<file path="config.mk">
export PLATFORM = sky130hd
export DESIGN_NAME = morse_decoder_param
export DESIGN_NICKNAME = d
export VERILOG_FILES = /design/src/rtl/morse_pkg.sv /design/src/rtl/morse_tick_gen.sv /design/src/rtl/morse_decoder_param.sv
export SDC_FILE = /design/constraint.sdc
export NUM_CORES = 1
export LEC_CHECK = 0
export ABC_AREA = 0
export CAP_MARGIN = 20
export CORE_MARGIN = 2
export CORE_UTILIZATION = 66
export CTS_BUF_LIST = sky130_fd_sc_hd__clkbuf_4
export DETAILED_ROUTE_END_ITERATION = 16
export DONT_BUFFER_PORTS = 1
export PLACE_DENSITY_LB_ADDON = 0.2
export SYNTH_ARGS = -nofsm -noshare
export SYNTH_HDL_FRONTEND = slang
export SYNTH_SLANG_ARGS = --single-unit
export TNS_END_PERCENT = 30
</file>
<file path="constraint.sdc">
create_clock -name clk -period 3 [get_ports clk]
set_clock_uncertainty 0.15 [all_clocks]
set_input_delay 0.6 -clock clk [delete_from_list [all_inputs] [get_ports clk]]
set_output_delay 0.6 -clock clk [all_outputs]
set_load 0.05 [all_outputs]
</file>
<file path="src/rtl/morse_pkg.sv">
// Shared definitions for the Morse receiver: output code constants, the
// decoder FSM state type and the symbol-pattern to character lookup.
// Symbol patterns are stored with the first symbol in the most significant
// used bit (1 = dash, 0 = dot). Unused upper bits are zero.
package morse_pkg;

  localparam int SYM_W = 5;  // widest pattern the lookup understands
  localparam int LEN_W = 3;  // holds a symbol count of 0..SYM_W

  localparam logic [5:0] CODE_SPACE = 6'd36;
  localparam logic [5:0] CODE_ERR   = 6'd63;

  typedef enum logic [1:0] {
    ST_IDLE,
    ST_MARK,
    ST_GAP,
    ST_WAIT_WORD
  } morse_state_t;

  // Map {length, pattern} to a character code; anything unknown is CODE_ERR.
  function automatic logic [5:0] morse_lookup(input logic [LEN_W-1:0] len,
                                              input logic [SYM_W-1:0] pattern);
    logic [5:0] code;
    code = CODE_ERR;
    case ({len, pattern})
      8'b001_00000: code = 6'd4;   // E .
      8'b001_00001: code = 6'd19;  // T -
      8'b010_00001: code = 6'd0;   // A .-
      8'b010_00000: code = 6'd8;   // I ..
      8'b010_00011: code = 6'd12;  // M --
      8'b010_00010: code = 6'd13;  // N -.
      8'b011_00100: code = 6'd3;   // D -..
      8'b011_00110: code = 6'd6;   // G --.
      8'b011_00101: code = 6'd10;  // K -.-
      8'b011_00111: code = 6'd14;  // O ---
      8'b011_00010: code = 6'd17;  // R .-.
      8'b011_00000: code = 6'd18;  // S ...
      8'b011_00001: code = 6'd20;  // U ..-
      8'b011_00011: code = 6'd22;  // W .--
      8'b100_01000: code = 6'd1;   // B -...
      8'b100_01010: code = 6'd2;   // C -.-.
      8'b100_00010: code = 6'd5;   // F ..-.
      8'b100_00000: code = 6'd7;   // H ....
      8'b100_00111: code = 6'd9;   // J .---
      8'b100_00100: code = 6'd11;  // L .-..
      8'b100_00110: code = 6'd15;  // P .--.
      8'b100_01101: code = 6'd16;  // Q --.-
      8'b100_00001: code = 6'd21;  // V ...-
      8'b100_01001: code = 6'd23;  // X -..-
      8'b100_01011: code = 6'd24;  // Y -.--
      8'b100_01100: code = 6'd25;  // Z --..
      8'b101_11111: code = 6'd26;  // 0 -----
      8'b101_01111: code = 6'd27;  // 1 .----
      8'b101_00111: code = 6'd28;  // 2 ..---
      8'b101_00011: code = 6'd29;  // 3 ...--
      8'b101_00001: code = 6'd30;  // 4 ....-
      8'b101_00000: code = 6'd31;  // 5 .....
      8'b101_10000: code = 6'd32;  // 6 -....
      8'b101_11000: code = 6'd33;  // 7 --...
      8'b101_11100: code = 6'd34;  // 8 ---..
      8'b101_11110: code = 6'd35;  // 9 ----.
      default:      code = CODE_ERR;
    endcase
    return code;
  endfunction

endpackage

</file>
<file path="src/rtl/morse_tick_gen.sv">
// Time-unit divider: a down-counter that pulses tick for one clk at zero and
// reloads with (BASE_DIV << spec) - 1. spec is only looked at on reload so a
// rate change never produces a truncated tick period.
module morse_tick_gen #(
  parameter int BASE_DIV = 8
) (
  input  logic       clk,
  input  logic       rst,
  input  logic [2:0] spec,
  output logic       tick
);

  // Room for BASE_DIV shifted by the largest spec value (7).
  localparam int DIV_W = $clog2(BASE_DIV) + 8;

  logic [DIV_W-1:0] div_cnt;

  // Count down, reloading from the current rate select at zero.
  // NOTE: sequential state is assigned with <= so every register samples
  // the pre-edge values of its sources, independent of statement order.
  always_ff @(posedge clk or negedge rst) begin
    if (!rst) begin
      div_cnt <= '0;
    end else if (div_cnt == '0) begin
      div_cnt <= (DIV_W'(BASE_DIV) << spec) - DIV_W'(1);
    end else begin
      div_cnt <= div_cnt - DIV_W'(1);
    end
  end

  assign tick = (div_cnt == '0);

endmodule

</file>
<file path="src/rtl/morse_decoder_param.sv">
// Parametrised Morse receiver: synchroniser, glitch filter, tick-based mark
// and space timing, symbol assembly and a valid/ack output register with
// sticky overrun. Optional macro MORSE_WORD_SPACE_EN makes a word gap emit
// the space code (36) once; without it word gaps are silent.
module morse_decoder_param
  import morse_pkg::*;
#(
  parameter int SYNC_STAGES = 2,
  parameter int FILT_LEN    = 4,
  parameter int BASE_DIV    = 8,
  parameter int DOT_MAX     = 2,
  parameter int CHAR_GAP    = 3,
  parameter int WORD_GAP    = 7,
  parameter int MAX_SYM     = 5,
  parameter int CNT_W       = 8
) (
  input  logic       clk,
  input  logic       rst,
  input  logic       noisy_in,
  input  logic [2:0] spec,
  input  logic       char_ack,
  output logic [5:0] char_out,
  output logic       char_valid,
  output logic       char_err,
  output logic       overrun
);

  localparam int FC_W = $clog2(FILT_LEN + 1);
  localparam logic [CNT_W-1:0] DUR_MAX = '1;

  logic [SYNC_STAGES-1:0] sync_q;
  logic                   sync_out;
  logic [FC_W-1:0]        filt_cnt;
  logic                   filt, filt_q;
  logic                   rise, fall;
  logic                   tick;
  logic [CNT_W-1:0]       dur;
  logic                   dash, char_reach, word_reach;
  morse_state_t           state;
  logic [SYM_W-1:0]       sym_pat;
  logic [LEN_W-1:0]       sym_len;
  logic                   sym_err;
  logic                   emit;
  logic [5:0]             emit_code;

  morse_tick_gen #(.BASE_DIV(BASE_DIV)) u_tick_gen (
    .clk  (clk),
    .rst  (rst),
    .spec (spec),
    .tick (tick)
  );

  // Shift the raw line through the synchroniser chain.
  always_ff @(posedge clk or negedge rst) begin
    if (!rst) sync_q <= '0;
    else      sync_q <= SYNC_STAGES'({sync_q, noisy_in});
  end

  assign sync_out = sync_q[SYNC_STAGES-1];

  // Flip the filtered level only after FILT_LEN consecutive differing samples.
  always_ff @(posedge clk or negedge rst) begin
    if (!rst) begin
      filt_cnt <= '0;
      filt     <= 1'b0;
    end else if (sync_out == filt) begin
      filt_cnt <= '0;
    end else if (filt_cnt == FC_W'(FILT_LEN - 1)) begin
      filt     <= sync_out;
      filt_cnt <= '0;
    end else begin
      filt_cnt <= filt_cnt + FC_W'(1);
    end
  end

  // Delayed copy of the filtered level for edge detection.
  always_ff @(posedge clk or negedge rst) begin
    if (!rst) filt_q <= 1'b0;
    else      filt_q <= filt;
  end

  assign rise = filt & ~filt_q;
  assign fall = ~filt & filt_q;

  // Duration in ticks since the last filtered edge; the edge cycle itself
  // counts so a mark of N tick periods measures exactly N.
  always_ff @(posedge clk or negedge rst) begin
    if (!rst) begin
      dur <= '0;
    end else if (rise || fall) begin
      dur <= CNT_W'(tick);
    end else if (tick && dur != DUR_MAX) begin
      dur <= dur + CNT_W'(1);
    end
  end

  assign dash       = (dur > CNT_W'(DOT_MAX));
  assign char_reach = tick && (dur == CNT_W'(CHAR_GAP - 1));
  assign word_reach = tick && (dur == CNT_W'(WORD_GAP - 1));

  // Symbol assembly and gap tracking.
  always_ff @(posedge clk or negedge rst) begin
    if (!rst) begin
      state   <= ST_IDLE;
      sym_pat <= '0;
      sym_len <= '0;
      sym_err <= 1'b0;
    end else begin
      case (state)
        ST_IDLE: begin
          if (rise) state <= ST_MARK;
        end
        ST_MARK: begin
          if (fall) begin
            state <= ST_GAP;
            if (sym_len == LEN_W'(MAX_SYM)) begin
              sym_err <= 1'b1;
            end else begin
              sym_pat <= {sym_pat[SYM_W-2:0], dash};
              sym_len <= sym_len + LEN_W'(1);
            end
          end
        end
        ST_GAP: begin
          if (rise) begin
            state <= ST_MARK;
          end else if (char_reach) begin
            state   <= ST_WAIT_WORD;
            sym_pat <= '0;
            sym_len <= '0;
            sym_err <= 1'b0;
          end
        end
        ST_WAIT_WORD: begin
          if (rise)            state <= ST_MARK;
          else if (word_reach) state <= ST_IDLE;
        end
        default: state <= ST_IDLE;
      endcase
    end
  end

  // Decide whether this cycle produces a character and which one.
  // NOTE: every output of an always_comb gets a default first, so no path
  // leaves a value unassigned and no latch is inferred.
  always_comb begin
    emit      = 1'b0;
    emit_code = CODE_ERR;
    case (state)
      ST_GAP: begin
        if (!rise && char_reach) begin
          emit      = 1'b1;
          emit_code = sym_err ? CODE_ERR : morse_lookup(sym_len, sym_pat);
        end
      end
`ifdef MORSE_WORD_SPACE_EN
      ST_WAIT_WORD: begin
        if (!rise && word_reach) begin
          emit      = 1'b1;
          emit_code = CODE_SPACE;
        end
      end
`endif
      default: ;
    endcase
  end

  // Output holding register with valid/ack handshake and sticky overrun.
  always_ff @(posedge clk or negedge rst) begin
    if (!rst) begin
      char_out   <= '0;
      char_valid <= 1'b0;
      char_err   <= 1'b0;
      overrun    <= 1'b0;
    end else if (emit && (!char_valid || char_ack)) begin
      char_out   <= emit_code;
      char_err   <= (emit_code == CODE_ERR);
      char_valid <= 1'b1;
    end else begin
      if (emit)                  overrun    <= 1'b1;
      if (char_valid && char_ack) char_valid <= 1'b0;
    end
  end

endmodule
</file>
### After elaboration in Yosys (flattened, before gate mapping)

Cells that the tools add are included.

* bits in latches: 0
* ROM bits: 0
* memories kept: 0
* memory bits (writable): 0
* logic and storage cells: 136
* input port bits: 7
* output and inout port bits: 9
* register bits: 46

* $mul: 0
* magnitude comparators: 1
* shift-type cells: 1
* $add $sub $neg: 5
* bitwise operators: 6
* div/mod/pow operators: 0
* reductions and logical operators: 20
* mux-type cells: 35
* equality and inequality tests: 54

Operator list (count)
* case mux 6 bit (36 select lines): 1
* equality test 8 bit (second input constant): 22
* equality test 8 x 7 -> 1 bit (second input constant): 12
* two-way mux 5 bit: 4
* two-way mux 3 bit: 6
* two-way mux 6 bit: 3
* equality test 8 x 6 -> 1 bit (second input constant): 2
* two-way mux 8 bit: 2
* two-way mux 2 bit: 6
* inequality test 2 bit (second input constant): 6
* zero test 11 bit: 1
* two-way mux 11 bit: 1
* << shifter 4 x 3 -> 11 bit (first input constant): 1
* subtractor 11 x 1 -> 11 bit (second input constant): 1
* subtractor 11 x 2 -> 11 bit (second input constant): 1
* case mux 5 bit (2 select lines): 1
* AND reduction 5 bit: 2
* adder 8 x 1 -> 8 bit (second input constant): 1
* equality test 8 x 2 -> 1 bit (second input constant): 1
* equality test 8 x 3 -> 1 bit (second input constant): 1
* > comparator 8 x 2 -> 1 bit (second input constant): 1
* two-way mux 1 bit: 8
* inequality test 8 bit (second input constant): 1
* case mux 2 bit (4 select lines): 1
* 19 further kinds: 36

### Depth between registers and ports, before layout

Gate-level depths: netlist of the first run.

* depth in word-level cells: 9
* depth in mapped cells: 9
* depth with buffers taken out: 7

### Modules after synthesis

From an unflattened synthesis of the first run, not the netlist that was laid out.

* cell total of the unflattened synthesis: 312
* area, all modules: 2916.5 um^2

By module, submodules not included
* morse_decoder_param: seq. area each 875.8 um^2, cells each 258, times used 1, area each 2321.0 um^2
* morse_tick_gen: seq. area each 275.3 um^2, cells each 54, times used 1, area each 595.6 um^2

### Least setup slack after synthesis of the first run

Ideal clock, no wire load.

* kind: reg2reg
* start point: reg dur[0]
* end point: reg sym_len[0]
* path slack: 0.534 ns
* period minus slack after synthesis: 2.466 ns
* data required time: 2.725 ns
* setup time: 0.125 ns
* arrival time: 2.191 ns
* cell stages (with the launch flop): 9
* path buffers: 1
* cell sequence: dfrtp_1 inv_1 ha_1 or4bb_1 nor3_1 nand2_2 a32o_1 buf_6 mux2_4

* word-level cells in the longest chain between the ends: 4

RTL lines
* start: declaration: RTL line morse_decoder_param.sv:37 `logic [CNT_W-1:0] dur;`
* start signal: assignment: RTL line morse_decoder_param.sv:91 `dur <= CNT_W'(tick);`
* start signal: assignment: RTL line morse_decoder_param.sv:93 `dur <= dur + CNT_W'(1);`
* equality test 8 x 2 -> 1 bit: RTL line morse_decoder_param.sv:98 `assign char_reach = tick && (dur == CNT_W'(CHAR_GAP - 1));`
* logical AND 1 bit: RTL line morse_decoder_param.sv:98
* inequality test 2 bit (no source line)
* AND reduction 5 bit (no source line)
* end signal: assignment: RTL line morse_decoder_param.sv:120 `sym_len <= sym_len + LEN_W'(1);`
* end: declaration: RTL line morse_decoder_param.sv:41 `logic [LEN_W-1:0] sym_len;`

No other way between the ends.
A chain may end at the register's enable or synchronous reset.

### Final worst setup path of the first run

Ends and elaborated chain as after synthesis.

==> key figures, run 1 <==
Drt
  • Iter 0 DRT Violations: 318
  • Final ANT Viol Nets: 0
  • Routed WL per cell: 16.8 µm
  • Total iterations of the first detailed-routing run: 4
  • Final wirelength: 6.13 mm
  • Total number of vias: 2390
  • Post-route DRC violation count: 0
  • Post-DR vias/cell: 6.53

Hold path
  • Hold path startpoint: noisy_in
  • Hold Crit Class: input pin to register

Critical path
  • R2R setup slack: 0.19 ns
  • RR Endpoint: sym_len[0]
  • CP required: 3.11 ns
  • CP arrival: 2.91 ns
  • CP startpoint: dur[0]
  • Crit path to: sym_len[0]
  • Reg2Reg Depth: 7
  • Nature of the critical path endpoint: register
  • Crit-path max FO: 8
  • Critical path class: register to register
  • Startpoint types: register
  • RR Startpoint: dur[0]

Timing
  • RSZ-0062 raised after global routing: no
  • Final Hold Slack: 0.107 ns
  • Final worst-path cycle share: 0.935
  • Measured slew at the worst slew-check pin: 0.821 ns
  • Endpoints failing hold: 0
  • Max-slew headroom: 0.453
  • Setup violators final: 0
  • Final worst slack: 0.195 ns
  • Fmax: 356 MHz
  • Tmin final: 2.81 ns
  • Setup TNS: 0 ns
  • Pins Over Slew Limit: 0

Placement
  • PortBufs: 0
  • Placed instance area: 2940 µm²
  • HPWL after DPL: 4.27 mm
  • RePlAce Congestion: 0.900
  • Dpl ws: 0.285 ns
  • Inst Count DP: 356

Die
  • Die Width: 70.4 µm
  • Die height: 70.4 µm
  • Starting density of the core: 0.677
  • DIE AREA: 4950 µm²
  • Core ar.: 4290 µm²
  • Ports: 16
  • # rows: 24

Logic synthesis
  • Most frequent cell after synthesis: dfrtp_1
  • Post-synth top area cell: dfrtp_1
  • Post-synth cell types: 66
  • Number of synthesized register bits: 46
  • Async S/R FF share, synth: 1.00
  • Compound-gate portion of the synthesized area: 0.151
  • Net Count, Synth: 331
  • Synth Area in XOR/XNOR: 0.0452
  • Main combinational cell family by area after synthesis: simple AND/OR/NAND/NOR gates
  • Cell area after synthesis: 2910 µm²
  • Post-synthesis mux area share: 0.0327
  • Synth Area in Simple Gates: 0.295
  • Mapped Cells: 316
  • Synth cell count leaders: dfrtp_1 (46), nand2_1 (23), nor2_1 (23)
  • Synth top area share: 0.396
  • Synth Warn #: 0
  • Top_reg_cell synth: dfrtp_1
  • Area contributors post-synth: dfrtp_1 (40%), ha_1 (3.4%), nand2_1 (3.0%)
  • EDFF count, synth: 0
  • Synth Area in Adders: 0.0344
  • Register area share after synthesis: 0.396
  • Synth Area per Inst: 9.21 µm²

Layout
  • Ant. Diodes: 0
  • Area growth, synth to finish: 5.25%
  • Nets: 328
  • Final Non-Filler Cells: 366
  • Multi-input gate area: 1620 µm²
  • Share of cells above drive strength 1: 0.102
  • FF/Latch Area: 1150 µm²
  • Final Util: 0.713
  • Fillers: 334
  • Final Cell Area: 3060 µm²

Global routing
  • Grt ovf: 0
  • Overall routing resource usage: 0.279
  • Vias in the first global route: 2401
  • Antenna violations before repair: 0
  • First-pass GRT wire length: 11.1 mm
  • Pin count of the biggest net entering global routing: 47

Clocking
  • Clk sinks: 46
  • H-tree level count: 2
  • Worst skew pair latency: 0.35 ns
  • Worst-case clock buffer depth: 2
  • TritonCTS buffer count: 5
  • Root Buffer: clkbuf_4
  • Clock-pin slew on the worst setup and hold paths: 0.14 ns
  • Setup repair bufs after CTS: 0
  • CTS tree: done

Flow run
  • Maxcap violations: 0

Pwr
  • Leakage: 1.32 nW
  • Pwr Total: 1.93 mW
  • Pwr/cell area: 630 nW/µm²
  • Worst IR Drop VDD: 0.365 mV

Run status
  • Run status: complete, no violations
## registers in the layout (all words and copies together) (netlist names)
signal	count
char_valid	1
filt	1
sym_len	3
state	2
sym_pat	5
filt_cnt	3
sync_q	2
sym_err	1
overrun	1
dur	8
char_err	1
filt_q	1
u_tick_gen.div_cnt	11
char_out	6
## critical path, cell delays in order, from the launching register on
cell     delay (ns)
dfrtp_1        0.47
inv_1          0.12
ha_1           0.22
or4bb_1        0.54
nor3_1         0.29
nand2_2        0.15
a32o_1         0.40
mux2_4         0.35
## worst min-delay path by stage
| stage | end | slack [ns] | cells after the start |
|---|---|---|---|
| after global routing | sync_q[0] | 0.07 | 0 |
| after CTS | sync_q[0] | 0.09 | 0 |
| after global placement | char_out[5] | 0.16 | 0 |
| final | sync_q[0] | 0.11 | 0 |
| after floorplan | char_err | 0.15 | 0 |
| after detailed placement | char_out[5] | 0.16 | 0 |
## cell type report
class                   instances  share of cell area
clock buffers                   5              0.0123
clock inverters                 3              0.0143
inverters                      12              0.0147
multi-input cells             238               0.530
flip-flops and latches         46               0.376
well taps                      52              0.0213
repair buffers                 10              0.0319
## metal layers
layer | up-vias | wire [µm] | GRT usage
met5 | - | 0 | 0
met4 | 0 | 119 | 0.0962
met3 | 14 | 272 | 0.0505
met2 | 86 | 3000 | 0.456
met1 | 1146 | 2740 | 0.373
li1 | 1144 | - | -
## cell usage in the layout (no fill, tap or decap), types with 3 or more instances in the layout
master    instances
dfrtp_1          46
nor2_1           23
nand2_1          23
a21oi_1          15
inv_1            12
nor3_1           12
nor2b_1          11
o21ai_0           9
xor2_1            8
nand4_1           8
ha_1              8
buf_4             8
nand2b_1          7
xnor2_1           7
nand3_1           7
or3_1             5
nor4_1            5
mux2i_1           5
and2_1            5
clkbuf_4          5
or4_1             4
o21a_1            4
nor3b_1           4
and3_1            4
or2_2             3
mux2_4            3
a31oi_1           3
nor4b_1           3
nand3b_1          3
a221oi_1          3
## timing repair
action	in CTS	in global routing
resized for setup	0	0
hold endpoints to repair	46	0
hold buffers	2	0
## power breakdown
part	internal [mW]	leakage, nW	switching [mW]
Sequential	0.709	0.591	0.136
Combinational	0.338	0.680	0.369
Clock	0.177	0.0456	0.197
Total	1.22	1.32	0.703
## cells by family after synthesis
logic type / count (synthesis)
and+or+nand+nor: 144
AOI/OAI and AO/OA: 63
buffers and inverters: 32
DFF: 46
xor gates and xnor gates: 15
adders and majority gates: 8
muxes: 8
(Power assumes the default switching activity.)
==> run 2, diff against run 1 <==
- CORE_UTILIZATION: 66 -> 25
==> run 2 against run 1 <==
Against the previous run: die area increased to 2.5 times the previous value; non-clock buffer count increased by 5; first-iteration DRC count decreased by 47%; routed wire length increased by 14%; critical path depth unchanged; utilization decreased by 43 points; sequential cell count unchanged; final cell count increased by 26%; global-route usage decreased by 17 points; via count decreased by 0.59%; critical path type unchanged; largest cell class unchanged; largest power group unchanged; highest routed layer unchanged.
==> key figures, run 2 (synthesized netlist as in run 1, its figures left out) <==
Run status
  • Run status: complete, no violations

Die
  • Die height: 112 µm
  • Core ar.: 11400 µm²
  • # rows: 39
  • Ports: 16
  • Starting density of the core: 0.256
  • DIE AREA: 12500 µm²
  • Die Width: 112 µm

Timing
  • Max-slew headroom: 0.589
  • RSZ-0062 raised after global routing: no
  • Measured slew at the worst slew-check pin: 0.617 ns
  • Tmin final: 2.77 ns
  • Pins Over Slew Limit: 0
  • Final worst-path cycle share: 0.923
  • Setup TNS: 0 ns
  • Final worst slack: 0.232 ns
  • Fmax: 361 MHz
  • Endpoints failing hold: 0
  • Final Hold Slack: 0.0997 ns
  • Setup violators final: 0

Critical path
  • Bufs and invs on worst path: 1
  • Startpoint types: register
  • CP arrival: 2.88 ns
  • Max incr delay on CP: 0.51 ns
  • Crit-path slowest cell: or4bb_1
  • Critical path class: register to register
  • Reg2Reg Depth: 7
  • CP required: 3.11 ns
  • Worst path cell trace: inv_1 > ha_1 > or4bb_1 > nor3_1 > nand2_2 > a32o_1 > mux2_4
  • Crit-path max FO: 8
  • Number of cells on the critical path: 7
  • Nature of the critical path endpoint: register
  • Delay-heaviest family, CP: simple AND/OR/NAND/NOR gates

Global routing
  • Vias in the first global route: 2258
  • Pin count of the biggest net entering global routing: 47
  • Overall routing resource usage: 0.113
  • First-pass GRT wire length: 11.6 mm
  • Antenna violations before repair: 0
  • Grt ovf: 0

Clocking
  • CTS tree: done
  • Worst-case clock buffer depth: 2
  • TritonCTS buffer count: 5
  • Worst skew pair latency: 0.37 ns
  • Clock-pin slew on the worst setup and hold paths: 0.14 ns
  • Setup repair bufs after CTS: 0
  • H-tree level count: 2
  • Clk sinks: 46
  • Root Buffer: clkbuf_4

Layout
  • Ant. Diodes: 0
  • Area growth, synth to finish: 10.5%
  • Largest regs: u_tick_gen.div_cnt (11), dur (8), char_out (6)
  • Final Cell Area: 3210 µm²
  • Max FFs per register: 11
  • Largest Register: u_tick_gen.div_cnt
  • Leading cell type in the layout, fill and taps excluded: dfrtp_1
  • Fillers: 1196
  • Share of cells above drive strength 1: 0.116
  • Nets: 333
  • Most frequent cells in the layout: dfrtp_1 (46), nor2_1 (23), nand2_1 (23)

Drt
  • Iter 0 DRT Violations: 169
  • Total number of vias: 2376
  • Total iterations of the first detailed-routing run: 4
  • Routed WL per cell: 15.1 µm
  • Final wirelength: 7.00 mm
  • Post-route DRC violation count: 0
  • Post-DR vias/cell: 5.14
  • Final ANT Viol Nets: 0

Placement
  • PortBufs: 0
  • Placed instance area: 3090 µm²
  • HPWL after DPL: 5.08 mm
  • RePlAce Congestion: 0.852
  • Dpl ws: 0.287 ns

Pwr
  • Leakage: 1.34 nW
  • Combinational share of power: 0.389
  • Sw Ratio: 0.366
  • Pwr Total: 1.96 mW
  • Sequential Power Share: 0.413
  • Clock network power share: 0.198
  • P_int: 1.24 mW
  • Pwr/cell area: 609 nW/µm²
  • Switch Pwr: 0.717 mW
  • Worst IR Drop VDD: 0.229 mV

Hold path
  • Hold Path Stages: 0
  • Hold Crit Class: input pin to register

Flow run
  • Maxcap violations: 0
==> run 2: path summary, 6_finish.rpt <==
path / startpoint / slack, ns / to
max: dur[0] / 0.23 / sym_pat[0]
min: noisy_in / 0.1 / sync_q[0]
max reg2reg: dur[0] / 0.23 / sym_pat[0]
min reg2reg: sync_q[0] / 0.22 / sync_q[1]
max in group asynchronous: rst / 1.92 / filt_q
min in group asynchronous: rst / 0.56 / u_tick_gen.div_cnt[0]
==> run 2: stage by stage <==
stage / std cells / utilization
global placement: 452 / 0.272
floorplan: 316 / -
finish: 462 / 0.283
global route: 462 / 0.283
detailed placement: 452 / 0.272
CTS: 462 / 0.283
==> run 2: worst register-to-register path, cell delays in order (launching register included) <==
cell and delay, ns:
dfrtp_1 0.46, inv_1 0.12, ha_1 0.22, or4bb_1 0.51, nor3_1 0.30, nand2_2 0.16
a32o_1 0.40, mux2_4 0.35
==> run 2: what timing repair did <==
item                      in CTS  in global routing
hold endpoints to repair      46                  0
resized for setup              0                  0
hold buffers                   2                  0
==> run 2: layer usage <==
metal / vias up / part of all wire / track usage
li1: 1153 / - / -
met1: 1150 / 0.48 / 0.163
met2: 62 / 0.45 / 0.171
met3: 11 / 0.048 / 0.0240
met4: 0 / 0.017 / 0.0329
met5: - / 0 / 0
==> run 2: area by class of cell <==
cell class | instances | area [µm²] | share of cell area
multi-input cells | 238 | 1620 | 0.504
flip-flops and latches | 46 | 1150 | 0.358
well taps | 143 | 179 | 0.0557
repair buffers | 15 | 135 | 0.0420
clock buffers | 6 | 45.0 | 0.0140
inverters | 12 | 45.0 | 0.0140
clock inverters | 2 | 37.5 | 0.0117
==> run 2: power by group through the flow <==
stage | clock network, mW | registers, mW | logic, mW
global route | 0.431 | 0.829 | 0.845
floorplan | 0 | 0.791 | 0.578
detailed placement | 0 | 0.821 | 0.750
global placement | 0 | 0.821 | 0.752
CTS | 0.410 | 0.809 | 0.771
finish | 0.389 | 0.808 | 0.762
==> run 3, diff against run 2 <==
- CTS_CLUSTER_DIAMETER: unset -> 80
- PLACE_DENSITY: unset -> 0.45
- PLACE_DENSITY_LB_ADDON: 0.2 -> unset
==> run 3 against run 2 <==
Against the previous run: critical endpoint is now sym_len[1]; final cell count down 0.43%; power up 0.45%; critical path depth unchanged; routed wire length about the same; fmax up 2.2%; count of clock-buffer cells in the layout down 1; worst hold slack worse by 0.0085 ns; highest routed layer unchanged; register-to-register slack better by 0.06 ns.
==> key figures, run 3 (synthesized netlist as in run 1, its figures left out) <==
Critical path
  • Crit-path slowest cell: or4bb_1
  • Nature of the critical path endpoint: register
  • Max incr delay on CP: 0.51 ns
  • CP arrival: 2.82 ns
  • Crit-path max FO: 8
  • Worst path cell trace: inv_1 > ha_1 > or4bb_1 > nor3_1 > nand2_2 > a32o_1 > mux2_4
  • Critical path class: register to register
  • Startpoint types: register
  • CP required: 3.11 ns

Pwr
  • Worst IR Drop VDD: 0.263 mV
  • Pwr/cell area: 615 nW/µm²
  • Pwr Total: 1.97 mW
  • Sw Ratio: 0.372
  • Clock network power share: 0.199
  • P_int: 1.23 mW
  • Leakage: 1.33 nW
  • Switch Pwr: 0.732 mW
  • Sequential Power Share: 0.411
  • Combinational share of power: 0.390

Die
  • Die Width: 112 µm
  • Core ar.: 11400 µm²
  • DIE AREA: 12500 µm²
  • # rows: 39
  • Ports: 16
  • Starting density of the core: 0.256
  • Die height: 112 µm

Timing
  • Measured slew at the worst slew-check pin: 0.692 ns
  • Pins Over Slew Limit: 0
  • Final worst-path cycle share: 0.903
  • RSZ-0062 raised after global routing: no
  • Setup TNS: 0 ns
  • Setup violators final: 0
  • Endpoints failing hold: 0
  • Max-slew headroom: 0.539
  • Fmax: 369 MHz
  • Tmin final: 2.71 ns

Clocking
  • CTS tree: done
  • Clk sinks: 46
  • Clock-pin slew on the worst setup and hold paths: 0.14 ns
  • H-tree level count: 2
  • Worst-case clock buffer depth: 2
  • Setup repair bufs after CTS: 0
  • Post-cts sizing count: 0
  • # hold bufs at CTS: 2
  • Worst skew pair latency: 0.37 ns
  • Root Buffer: clkbuf_4
  • TritonCTS buffer count: 5

Placement
  • PortBufs: 0
  • RePlAce Congestion: 0.853
  • HPWL after DPL: 5.05 mm
  • Placed instance area: 3080 µm²

Layout
  • Leading cell type in the layout, fill and taps excluded: dfrtp_1
  • Share of cells above drive strength 1: 0.110
  • Largest regs: u_tick_gen.div_cnt (11), dur (8), char_out (6)
  • Final Util: 0.281
  • Largest Register: u_tick_gen.div_cnt
  • Final Cell Area: 3200 µm²
  • Nets: 331
  • Area growth, synth to finish: 9.94%
  • Max FFs per register: 11
  • Ant. Diodes: 0
  • Most frequent cells in the layout: dfrtp_1 (46), nor2_1 (23), nand2_1 (23)

Drt
  • Final wirelength: 6.99 mm
  • Total number of vias: 2360
  • Post-DR vias/cell: 5.13
  • Iter 0 DRT Violations: 94
  • Routed WL per cell: 15.2 µm
  • Post-route DRC violation count: 0
  • Final ANT Viol Nets: 0
  • Total iterations of the first detailed-routing run: 4

Flow run
  • Maxcap violations: 0

Hold path
  • Hold Crit Class: input pin to register

Run status
  • Run status: complete, no violations

Global routing
  • First-pass GRT wire length: 12.0 mm
  • Grt ovf: 0
  • Pin count of the biggest net entering global routing: 47
  • Overall routing resource usage: 0.118
  • Vias in the first global route: 2276
  • Antenna violations before repair: 0
[run 3: area by class of cell]
cell class                      instances  area, µm²
Clock inverter                          3       43.8
Tap cell                              143        179
Clock buffer                            5       37.5
Fill cell                            1228       8170
Inverter                               12       45.0
Timing Repair Buffer                   13        120
Sequential cell                        46       1150
Multi-Input combinational cell        238       1620
[run 3: layer usage]
metal / GRT usage / wire, µm / vias up
met1: 0.171 / 3400 / 1143
met2: 0.173 / 3130 / 53
met3: 0.0245 / 301 / 15
met4: 0.0420 / 163 / 0
met5: 0 / 0 / -
li1: - / - / 1149
[run 3: stage by stage]
stage | instances | setup WS, ns | hold slack, ns
after floorplan | 316 | 0.534 | 0.154
after global placement | 450 | 0.389 | 0.156
after detailed placement | 450 | 0.315 | 0.156
after CTS | 460 | 0.281 | 0.0608
after global routing | 460 | 0.164 | 0.0452
final | 460 | 0.291 | 0.0911
[run 3: worst paths after layout]
check,start,endpoint,slack [ns],cells after the start
worst max-delay path,dur[0],sym_len[1],0.29,7
worst max register to register,dur[0],sym_len[1],0.29,7
min in group asynchronous,rst,dur[6],0.56,2
max in group asynchronous,rst,sym_err,1.91,2
worst min-delay path,noisy_in,sync_q[0],0.09,0
worst min register to register,sync_q[0],sync_q[1],0.22,0
[run 3: power groups by stage]
stage	clock [mW]	sequential, mW	combinational [mW]
after floorplan	0	0.791	0.578
after global placement	0	0.821	0.747
after detailed placement	0	0.822	0.749
after CTS	0.414	0.809	0.769
after global routing	0.441	0.827	0.851
final	0.391	0.809	0.767
[run 3: critical path, delay by kind of cell (launching register included)]
kind	cells	cell delay [ns]
compound gates	1	0.39
simple gates	3	0.93
fa+ha+maj	1	0.20
buf+inv	1	0.11
mux	1	0.35
flops	1	0.47
